$ cat config.mk
export PLATFORM = sky130hd
export DESIGN_NAME = cpu_run_ctrl
export DESIGN_NICKNAME = d
export VERILOG_FILES = /design/src/rtl/cpu_run_pkg.sv /design/src/rtl/cpu_pc_history.sv /design/src/rtl/cpu_run_ctrl.sv
export SDC_FILE = /design/constraint.sdc
export NUM_CORES = 1
export LEC_CHECK = 0
export ABC_AREA = 1
export BUFFER_PORTS_ARGS = -buffer_cell sky130_fd_sc_hd__buf_2
export CAP_MARGIN = 10
export CORE_MARGIN = 2
export CORE_UTILIZATION = 50
export CTS_CLUSTER_DIAMETER = 120
export DETAILED_ROUTE_END_ITERATION = 8
export PLACE_DENSITY = 0.82
export REMOVE_ABC_BUFFERS = 1
export SLEW_MARGIN = 20
export SYNTH_ARGS = -nofsm -noshare
export SYNTH_HDL_FRONTEND = slang
export SYNTH_SLANG_ARGS = --single-unit
export TNS_END_PERCENT = 10
$ cat constraint.sdc
create_clock -name clock -period 2.8 [get_ports clock]
set_input_delay 0.14 -clock clock [delete_from_list [all_inputs] [get_ports clock]]
set_output_delay 0.14 -clock clock [all_outputs]
set_load 0.1 [all_outputs]
$ cat src/rtl/cpu_run_pkg.sv
// cpu_run_pkg: shared constants for the MIPS run/step controller.
//   - FSM state encodings (ST_*), kept as plain 2-bit constants
//   - run mode encodings (MODE_*) as presented on the mode input
//   - stop cause encodings (CAUSE_*) as presented on done_cause
//   - DEFAULT_HALT_INSTR: encoding treated as the halt instruction
package cpu_run_pkg;

  typedef logic [1:0] run_state_t;

  localparam run_state_t ST_IDLE   = 2'd0;
  localparam run_state_t ST_RUN    = 2'd1;
  localparam run_state_t ST_STEP   = 2'd2;
  localparam run_state_t ST_HALTED = 2'd3;

  localparam logic [1:0] MODE_BUDGET = 2'b00;
  localparam logic [1:0] MODE_STEP   = 2'b01;
  localparam logic [1:0] MODE_BP     = 2'b10;
  localparam logic [1:0] MODE_RSVD   = 2'b11;

  localparam logic [1:0] CAUSE_BUDGET = 2'b00;
  localparam logic [1:0] CAUSE_HALT   = 2'b01;
  localparam logic [1:0] CAUSE_BP     = 2'b10;
  localparam logic [1:0] CAUSE_ABORT  = 2'b11;

  localparam logic [31:0] DEFAULT_HALT_INSTR = 32'h0000_000C;

endpackage

$ cat src/rtl/cpu_pc_history.sv
// cpu_pc_history: ring buffer of the most recent executed PCs.
// Ports:
//   clock, reset   system clock, synchronous active-high reset
//   clear          one-cycle clear (new run started)
//   wr_en          core executed an instruction this cycle
//   wr_pc          PC of that instruction
//   rd_idx         0 = newest entry, 1 = the one before, ...
//   rd_pc          combinational read data; never-written entries read 0
module cpu_pc_history
  import cpu_run_pkg::*;
#(
  parameter int PC_W  = 32,
  parameter int DEPTH = 4,
  localparam int IDX_W = $clog2(DEPTH)
)(
  input  logic             clock,
  input  logic             reset,
  input  logic             clear,
  input  logic             wr_en,
  input  logic [PC_W-1:0]  wr_pc,
  input  logic [IDX_W-1:0] rd_idx,
  output logic [PC_W-1:0]  rd_pc
);

  logic [PC_W-1:0]  mem [DEPTH];
  logic [IDX_W-1:0] wr_ptr;
  logic [IDX_W-1:0] rd_ptr;

  // DEPTH is a power of two, so pointer arithmetic wraps for free.
  always_ff @(posedge clock) begin
    if (reset || clear) begin
      wr_ptr <= '0;
      for (int i = 0; i < DEPTH; i++) mem[i] <= '0;
    end else if (wr_en) begin
      mem[wr_ptr] <= wr_pc;
      wr_ptr      <= wr_ptr + IDX_W'(1);
    end
  end

  // wr_ptr points at the next free slot; newest entry sits just behind it.
  assign rd_ptr = wr_ptr - IDX_W'(1) - rd_idx;
  assign rd_pc  = mem[rd_ptr];

endmodule

$ cat src/rtl/cpu_run_ctrl.sv
// cpu_run_ctrl: run/step controller producing the per-cycle enable of the
// single-cycle MIPS core (the core clock itself is never gated).
// Ports:
//   clock, reset   system clock, synchronous active-high reset
//   start          pulse: begin a run with mode/cycle_budget/bp_addr
//   step           pulse/level: one instruction per cycle in step mode
//   abort          pulse: stop any active run
//   mode           00 budget, 01 step, 10 breakpoint, 11 same as 00
//   cycle_budget   cycles to run in budget mode, 0 = unlimited
//   bp_addr        breakpoint PC for breakpoint mode
//   pc, instr      current core PC and the instruction at it
//   cpu_en         core advances on edges where this is 1
//   busy           high while running or stepping
//   done           one-cycle pulse on entry to HALTED
//   done_cause     00 budget, 01 halt, 10 breakpoint, 11 abort
//   cycle_count    instructions retired since the last start (saturating)
// Optional build macro CPU_PC_HISTORY_EN adds hist_idx/hist_pc, a
// combinational view into the last HIST_DEPTH executed PCs.
// Control protocol: start/step/abort are single-cycle strobes with no
// ready/ack; start is only accepted in IDLE or HALTED (dropped while busy),
// abort is only meaningful while busy, and step only in STEP.
module cpu_run_ctrl
  import cpu_run_pkg::*;
#(
  parameter int          CYCLE_W    = 16,
  parameter int          PC_W       = 32,
  parameter logic [31:0] HALT_INSTR = DEFAULT_HALT_INSTR
`ifdef CPU_PC_HISTORY_EN
  ,
  parameter int          HIST_DEPTH = 4,
  localparam int         HIST_IDX_W = $clog2(HIST_DEPTH)
`endif
)(
  input  logic               clock,
  input  logic               reset,
  input  logic               start,
  input  logic               step,
  input  logic               abort,
  input  logic [1:0]         mode,
  input  logic [CYCLE_W-1:0] cycle_budget,
  input  logic [PC_W-1:0]    bp_addr,
  input  logic [PC_W-1:0]    pc,
  input  logic [31:0]        instr,
  output logic               cpu_en,
  output logic               busy,
  output logic               done,
  output logic [1:0]         done_cause,
  output logic [CYCLE_W-1:0] cycle_count
`ifdef CPU_PC_HISTORY_EN
  ,
  input  logic [HIST_IDX_W-1:0] hist_idx,
  output logic [PC_W-1:0]       hist_pc
`endif
);

  run_state_t         state;
  logic [1:0]         mode_q;
  logic [CYCLE_W-1:0] budget_q;
  logic [PC_W-1:0]    bp_q;

  logic       is_halt, is_bp, is_budget;
  logic       accept_start;
  logic       stop;
  logic [1:0] stop_cause;
  logic       run_en;

  assign is_halt   = (instr == HALT_INSTR);
  assign is_bp     = (mode_q == MODE_BP) && (pc == bp_q);
  assign is_budget = (mode_q == MODE_BUDGET) && (budget_q != '0) &&
                     (cycle_count == budget_q);

  assign accept_start = start && ((state == ST_IDLE) || (state == ST_HALTED));

  // Stop checks look at the instruction about to execute, so a halt or
  // breakpoint instruction is never executed. Order encodes priority.
  always_comb begin
    stop       = 1'b0;
    stop_cause = CAUSE_BUDGET;
    run_en     = 1'b0;
    case (state)
      ST_RUN: begin
        if (abort) begin
          stop = 1'b1; stop_cause = CAUSE_ABORT;
        end else if (is_halt) begin
          stop = 1'b1; stop_cause = CAUSE_HALT;
        end else if (is_bp) begin
          stop = 1'b1; stop_cause = CAUSE_BP;
        end else if (is_budget) begin
          stop = 1'b1; stop_cause = CAUSE_BUDGET;
        end else begin
          run_en = 1'b1;
        end
      end
      ST_STEP: begin
        if (abort) begin
          stop = 1'b1; stop_cause = CAUSE_ABORT;
        end else if (step && is_halt) begin
          stop = 1'b1; stop_cause = CAUSE_HALT;
        end else begin
          run_en = step;
        end
      end
      default: ;
    endcase
  end

  // Reset gates the enable combinationally so the core does not advance on
  // the same edge that resets this controller.
  assign cpu_en = run_en && !reset;
  assign busy   = (state == ST_RUN) || (state == ST_STEP);

  always_ff @(posedge clock) begin
    if (reset) begin
      state       <= ST_IDLE;
      mode_q      <= MODE_BUDGET;
      budget_q    <= '0;
      bp_q        <= '0;
      cycle_count <= '0;
      done        <= 1'b0;
      done_cause  <= CAUSE_BUDGET;
    end else begin
      done <= 1'b0;
      if (accept_start) begin
        // Reserved mode behaves as budget mode; fold it at latch time.
        mode_q      <= (mode == MODE_RSVD) ? MODE_BUDGET : mode;
        budget_q    <= cycle_budget;
        bp_q        <= bp_addr;
        cycle_count <= '0;
        done_cause  <= CAUSE_BUDGET;
        state       <= (mode == MODE_STEP) ? ST_STEP : ST_RUN;
      end else if (stop) begin
        state      <= ST_HALTED;
        done       <= 1'b1;
        done_cause <= stop_cause;
      end else if (run_en && (cycle_count != '1)) begin
        cycle_count <= cycle_count + CYCLE_W'(1);
      end
    end
  end

`ifdef CPU_PC_HISTORY_EN
  cpu_pc_history #(
    .PC_W  (PC_W),
    .DEPTH (HIST_DEPTH)
  ) u_hist (
    .clock  (clock),
    .reset  (reset),
    .clear  (accept_start),
    .wr_en  (cpu_en),
    .wr_pc  (pc),
    .rd_idx (hist_idx),
    .rd_pc  (hist_pc)
  );
`endif

endmodule

=== Word level (Yosys, flattened, before mapping) ===
Index checks and enable logic that the tools add are counted.

* Add/subtract/negate cells: 1
* Equal/unequal tests: 10
* Mux-type cells: 25
* Bitwise operators: 1
* Reductions and logical operators: 16

{| class="wikitable"
|+ Operator list
! cell !! count
|-
| $eq 32x32->1 || 1
|-
| $eq 32x4->1 const B || 1
|-
| $add 16x1->16 const B || 1
|-
| $eq 16x16->1 || 1
|-
| $mux 2 || 8
|-
| $ne 16x16->1 const B || 1
|-
| $reduce_bool 16->1 || 1
|-
| $mux 1 || 14
|-
| $eq 2x2->1 const B || 4
|-
| $logic_and 1x1->1 || 7
|-
| $eq 2x1->1 const B || 2
|-
| $logic_not 2->1 || 2
|-
| $pmux 1 s2 || 2
|-
| $pmux 2 s2 || 1
|-
| $logic_or 1x1->1 || 2
|-
| $reduce_and 2->1 || 1
|-
| $reduce_bool 2->1 || 1
|-
| $reduce_or 2->1 || 1
|-
| $logic_not 1->1 || 1
|-
| $not 1->1 || 1
|}

* Register bits after elaboration: 71
* Output and inout port bits: 21
* Word-level logic and storage cells: 60

=== Logic depth before layout (Yosys ltp) ===
* Depth after elaboration: 10
* Gate-level depth with buffers: 15
* Depth with buffers taken out: 15

=== Least setup slack after synthesis ===
No wires, ideal clock.

* Kind: register to output
* From: register cycle_count[4]
* To: output port cpu_en
* Arrival: 3.261 ns
* Required time: 2.660 ns
* Slack: -0.601 ns
* Stages on the path, launching flop included: 14
* Path buffers: 1
* Cell sequence: dfxtp_1 -> inv_1 -> nand2_1 -> nand2_1 -> nand3_1 -> a21oi_1 -> nand3_1 -> nand2_1 -> inv_2 -> nand3_2 -> nand2_4 -> clkbuf_8 -> nand2_1 -> nor2_1

* Cells in the longest elaborated chain, start to end: 8

{| class="wikitable"
|+ RTL lines
! what !! RTL line !! text
|-
| start, declared || cpu_run_ctrl.sv:48 || <nowiki>output logic [CYCLE_W-1:0] cycle_count</nowiki>
|-
| start signal, assigned || cpu_run_ctrl.sv:136 || <nowiki>cycle_count <= cycle_count + CYCLE_W'(1);</nowiki>
|-
| $eq 16x16->1 || cpu_run_ctrl.sv:70 || <nowiki>(cycle_count == budget_q);</nowiki>
|-
| $logic_and 1x1->1 || cpu_run_ctrl.sv:69 || <nowiki>assign is_budget = (mode_q == MODE_BUDGET) && (budget_q != '0) &&</nowiki>
|-
| $mux 1 || cpu_run_ctrl.sv:88 || <nowiki>end else if (is_budget) begin</nowiki>
|-
| $mux 1 || cpu_run_ctrl.sv:86 || <nowiki>end else if (is_bp) begin</nowiki>
|-
| $mux 1 || cpu_run_ctrl.sv:84 || <nowiki>end else if (is_halt) begin</nowiki>
|-
| $mux 1 || cpu_run_ctrl.sv:82 || <nowiki>if (abort) begin</nowiki>
|-
| $pmux 1 s2 || cpu_run_ctrl.sv:80 || <nowiki>case (state)</nowiki>
|-
| $logic_and 1x1->1 || cpu_run_ctrl.sv:109 || <nowiki>assign cpu_en = run_en && !reset;</nowiki>
|-
| end, declared || cpu_run_ctrl.sv:44 || <nowiki>output logic cpu_en,</nowiki>
|}

No other way between the ends.

=== Worst setup path after layout ===
Ends and elaborated chain as after synthesis.

==> results.py <==
metrics = {
    "run_status": {
        "status": "finished clean",
    },
    "power": {
        "p_sw_uw": 1180,
        "pwr-share-comb_pct": 32.2,
        "p_per_area_nw_per_um2": 630,
        "intPower_uw": 1930,
        "p_clk_share_pct": 26.8,
        "p_leak_uw": 0.00234,
        "seqPwrFrac_pct": 41.0,
        "swShare_pct": 38.0,
        "ir_drop_mv": 0.372,
        "power_uw": 3110,
    },
    "sta": {
        "tightest_slew_ps": 723,
        "rsz0062_at_grt": "no",
        "finalHoldViolCount": 0,
        "hold-worst-slack_ps": 26.8,
        "slew-limit-headroom_pct": 51.7,
        "finalCriticalPeriod_ps": 2420,
        "setup_tns_ps": 0,
        "report.final.setup_viol": 0,
        "report.final.slew_viol_count": 0,
        "finalCritPeriodShare_pct": 86.4,
        "fmax_ghz": 0.413,
        "fin_skew_ps": 12.1,
    },
    "setup_path": {
        "critical_path_class": "reg2out",
        "worst-path-max-fanout": 15,
        "endpoint_kind": "primary output",
        "worstPathArrival_ps": 2280,
        "required_ps": 2660,
        "start_kind": "flop",
    },
    "clock_tree": {
        "cts_tree": "yes",
        "clkLatencyLatePin_ps": 350,
        "clock_path_buffers": 2,
        "cts_setup_buffers": 0,
        "cts_max_level": 3,
        "cts_hold_buffers": 0,
        "ctsResizeCount": 0,
        "clk_pin_slew_ps": 70,
        "clock-sinks": 71,
        "cts_buffers": 9,
        "root_buffer": "clkbuf_8",
    },
    "routing": {
        "firstDrtPassIters": 5,
        "drt_iter0_markers": 181,
        "route.detailed.drc": 0,
        "drtAntennaViolNets": 0,
        "routed_via_density": 5.13,
        "wl_per_cell_um": 12.8,
        "num_vias": 4413,
        "finalWirelength_mm": 11.1,
    },
    "synthesis": {
        "netlist_area_um2": 4030,
        "synth_area_leader_cell": "dfxtp_1",
        "syn_area_per_cell_um2": 6.47,
        "netlist.area_leader.share_pct": 35.3,
        "yosysUniqueCellTypes": 32,
        "synth_edf_count": 0,
        "ys.flop_type": "dfxtp_1",
        "ys_ff_latch": 71,
        "synth_area_leaders": "dfxtp_1 (35%), nand2_1 (13%), nor2_1 (9.7%)",
        "yosysWarnings": 0,
        "seq_area_frac_synth_pct": 35.3,
        "synth_async_sr_flop_share_pct": 0,
        "syn_inst": 622,
        "synth_most_common_cell": "nand2_1",
        "yosys-top-cells-count": "nand2_1 (139), nor2_1 (104), inv_1 (74)",
    },
    "floorplanning": {
        "die_w_um": 93.7,
        "start_util_pct": 51.8,
        "dieArea_um2": 8780,
        "die_y_um": 93.7,
        "io_pins": 140,
        "num_rows": 32,
        "core_um2": 7770,
    },
    "layout": {
        "drive_above_1_share_pct": 23.2,
        "design_area_um2": 4950,
        "nFillCells": 748,
        "regArea_um2": 1420,
        "multi_input_area_um2": 2190,
        "finalNetCount": 877,
        "diodes": 0,
        "syn2layout_area_growth_pct": 22.9,
        "fin_util_pct": 63.7,
    },
    "worst_hold_path": {
        "hold_class": "in2reg",
    },
    "grt": {
        "grt_max_degree": 84,
        "grt_usage_pct": 26.1,
        "grt_antenna_before_repair": 0,
        "gr-total-overflow": 0,
        "grt_pass1_wl_mm": 18.4,
        "grt_pass1_vias": 4169,
    },
    "placement": {
        "detailed_place_hpwl_mm": 8.58,
        "place_area_um2": 4750,
        "place.gp.congestion": 0.904,
        "port_buffers": 139,
    },
    "job": {
        "drv_cap": 0,
    },
}
worst max-delay path: stages, from the launching register on:
cell     delay (ps)
dfxtp_1         450
inv_1           150
nand2_1          90
nand2_1          60
nand3_1          80
a21oi_1          40
nand3_1         100
nand2_1          70
inv_2            60
nand3_2          70
nand2_4         170
nand2_1          70
nor2_1           90
buf_2           430
metal layers:
metal / wire [µm] / global-route usage, % / share of wire (%) / vias up
li1: - / - / - / 2256
met1: 4610 / 32.0 / 42 / 1942
met2: 5190 / 43.3 / 47 / 186
met3: 931 / 5.94 / 8.4 / 29
met4: 328 / 11.8 / 3.0 / 0
met5: 0 / 0 / 0 / -
logic make-up (layout without fill, tap and decap cells):
| family | count (synthesis) | after routing | synth area share (%) |
|---|---|---|---|
| buffers and inverters | 99 | 236 | 10.4 |
| AND/OR/NAND/NOR | 308 | 308 | 33.0 |
| adder cells (fa/ha/maj) | 3 | 3 | 0.933 |
| AO/OA/AOI/OAI | 116 | 116 | 14.9 |
| XOR/XNOR | 25 | 25 | 5.44 |
| flip-flops | 71 | 71 | 35.3 |
cell type report:
| type | instances | area share, % |
|---|---|---|
| inverters | 79 | 6.00 |
| clock buffers | 10 | 2.78 |
| flip-flops and latches | 71 | 28.7 |
| repair buffers | 142 | 14.5 |
| clock inverters | 5 | 1.19 |
| well taps | 102 | 2.58 |
| multi-input cells | 452 | 44.2 |
sequential cells by signal (all words and copies together), names as in the netlist:
| signal | cells |
|---|---|
| bp_q | 32 |
| budget_q | 16 |
| cycle_count | 16 |
| done_cause | 2 |
| mode_q | 2 |
| state | 2 |
| done | 1 |
cells in the final DEF, fill, tap and decap left out, drive strengths merged, types with 4 or more instances in the layout:
cell type,count
a21oi,51
buf,142
clkbuf,10
clkinv,4
dfxtp,71
inv,77
nand2,146
nand3,20
nand4,17
nor2,104
nor3,8
nor4,12
o21ai,60
xnor2,6
xor2,19
path summary, 6_finish.rpt:
check / startpoint / to / slack [ps] / cells after the start
worst max-delay path: cycle_count[4]$_SDFFE_PP0P_ / cpu_en / 380 / 13
worst min-delay path: reset / state[0]$_SDFFE_PP0P_ / 30 / 2
worst min register to register: bp_q[26]$_SDFFE_PP0P_ / bp_q[26]$_SDFFE_PP0P_ / 470 / 2
worst max register to register: cycle_count[0]$_SDFFE_PP0P_ / cycle_count[14]$_SDFFE_PP0P_ / 520 / 9
power by group through the flow:
stage	Sequential (µW)	Clock [µW]	Combinational, µW
2_1_floorplan	1340	0	655
3_3_place_gp	1290	0	969
3_5_place_dp	1300	0	1000
4_1_cts	1280	845	1010
5_1_grt	1290	887	1140
6_report	1280	835	1000
per-stage QoR:
stage | setup WS, ps | instances
finish | 379 | 861
detailed placement | 571 | 846
floorplan | -775 | 602
CTS | 376 | 861
global route | 219 | 861
global placement | 713 | 846
(Power assumes the default switching activity.)
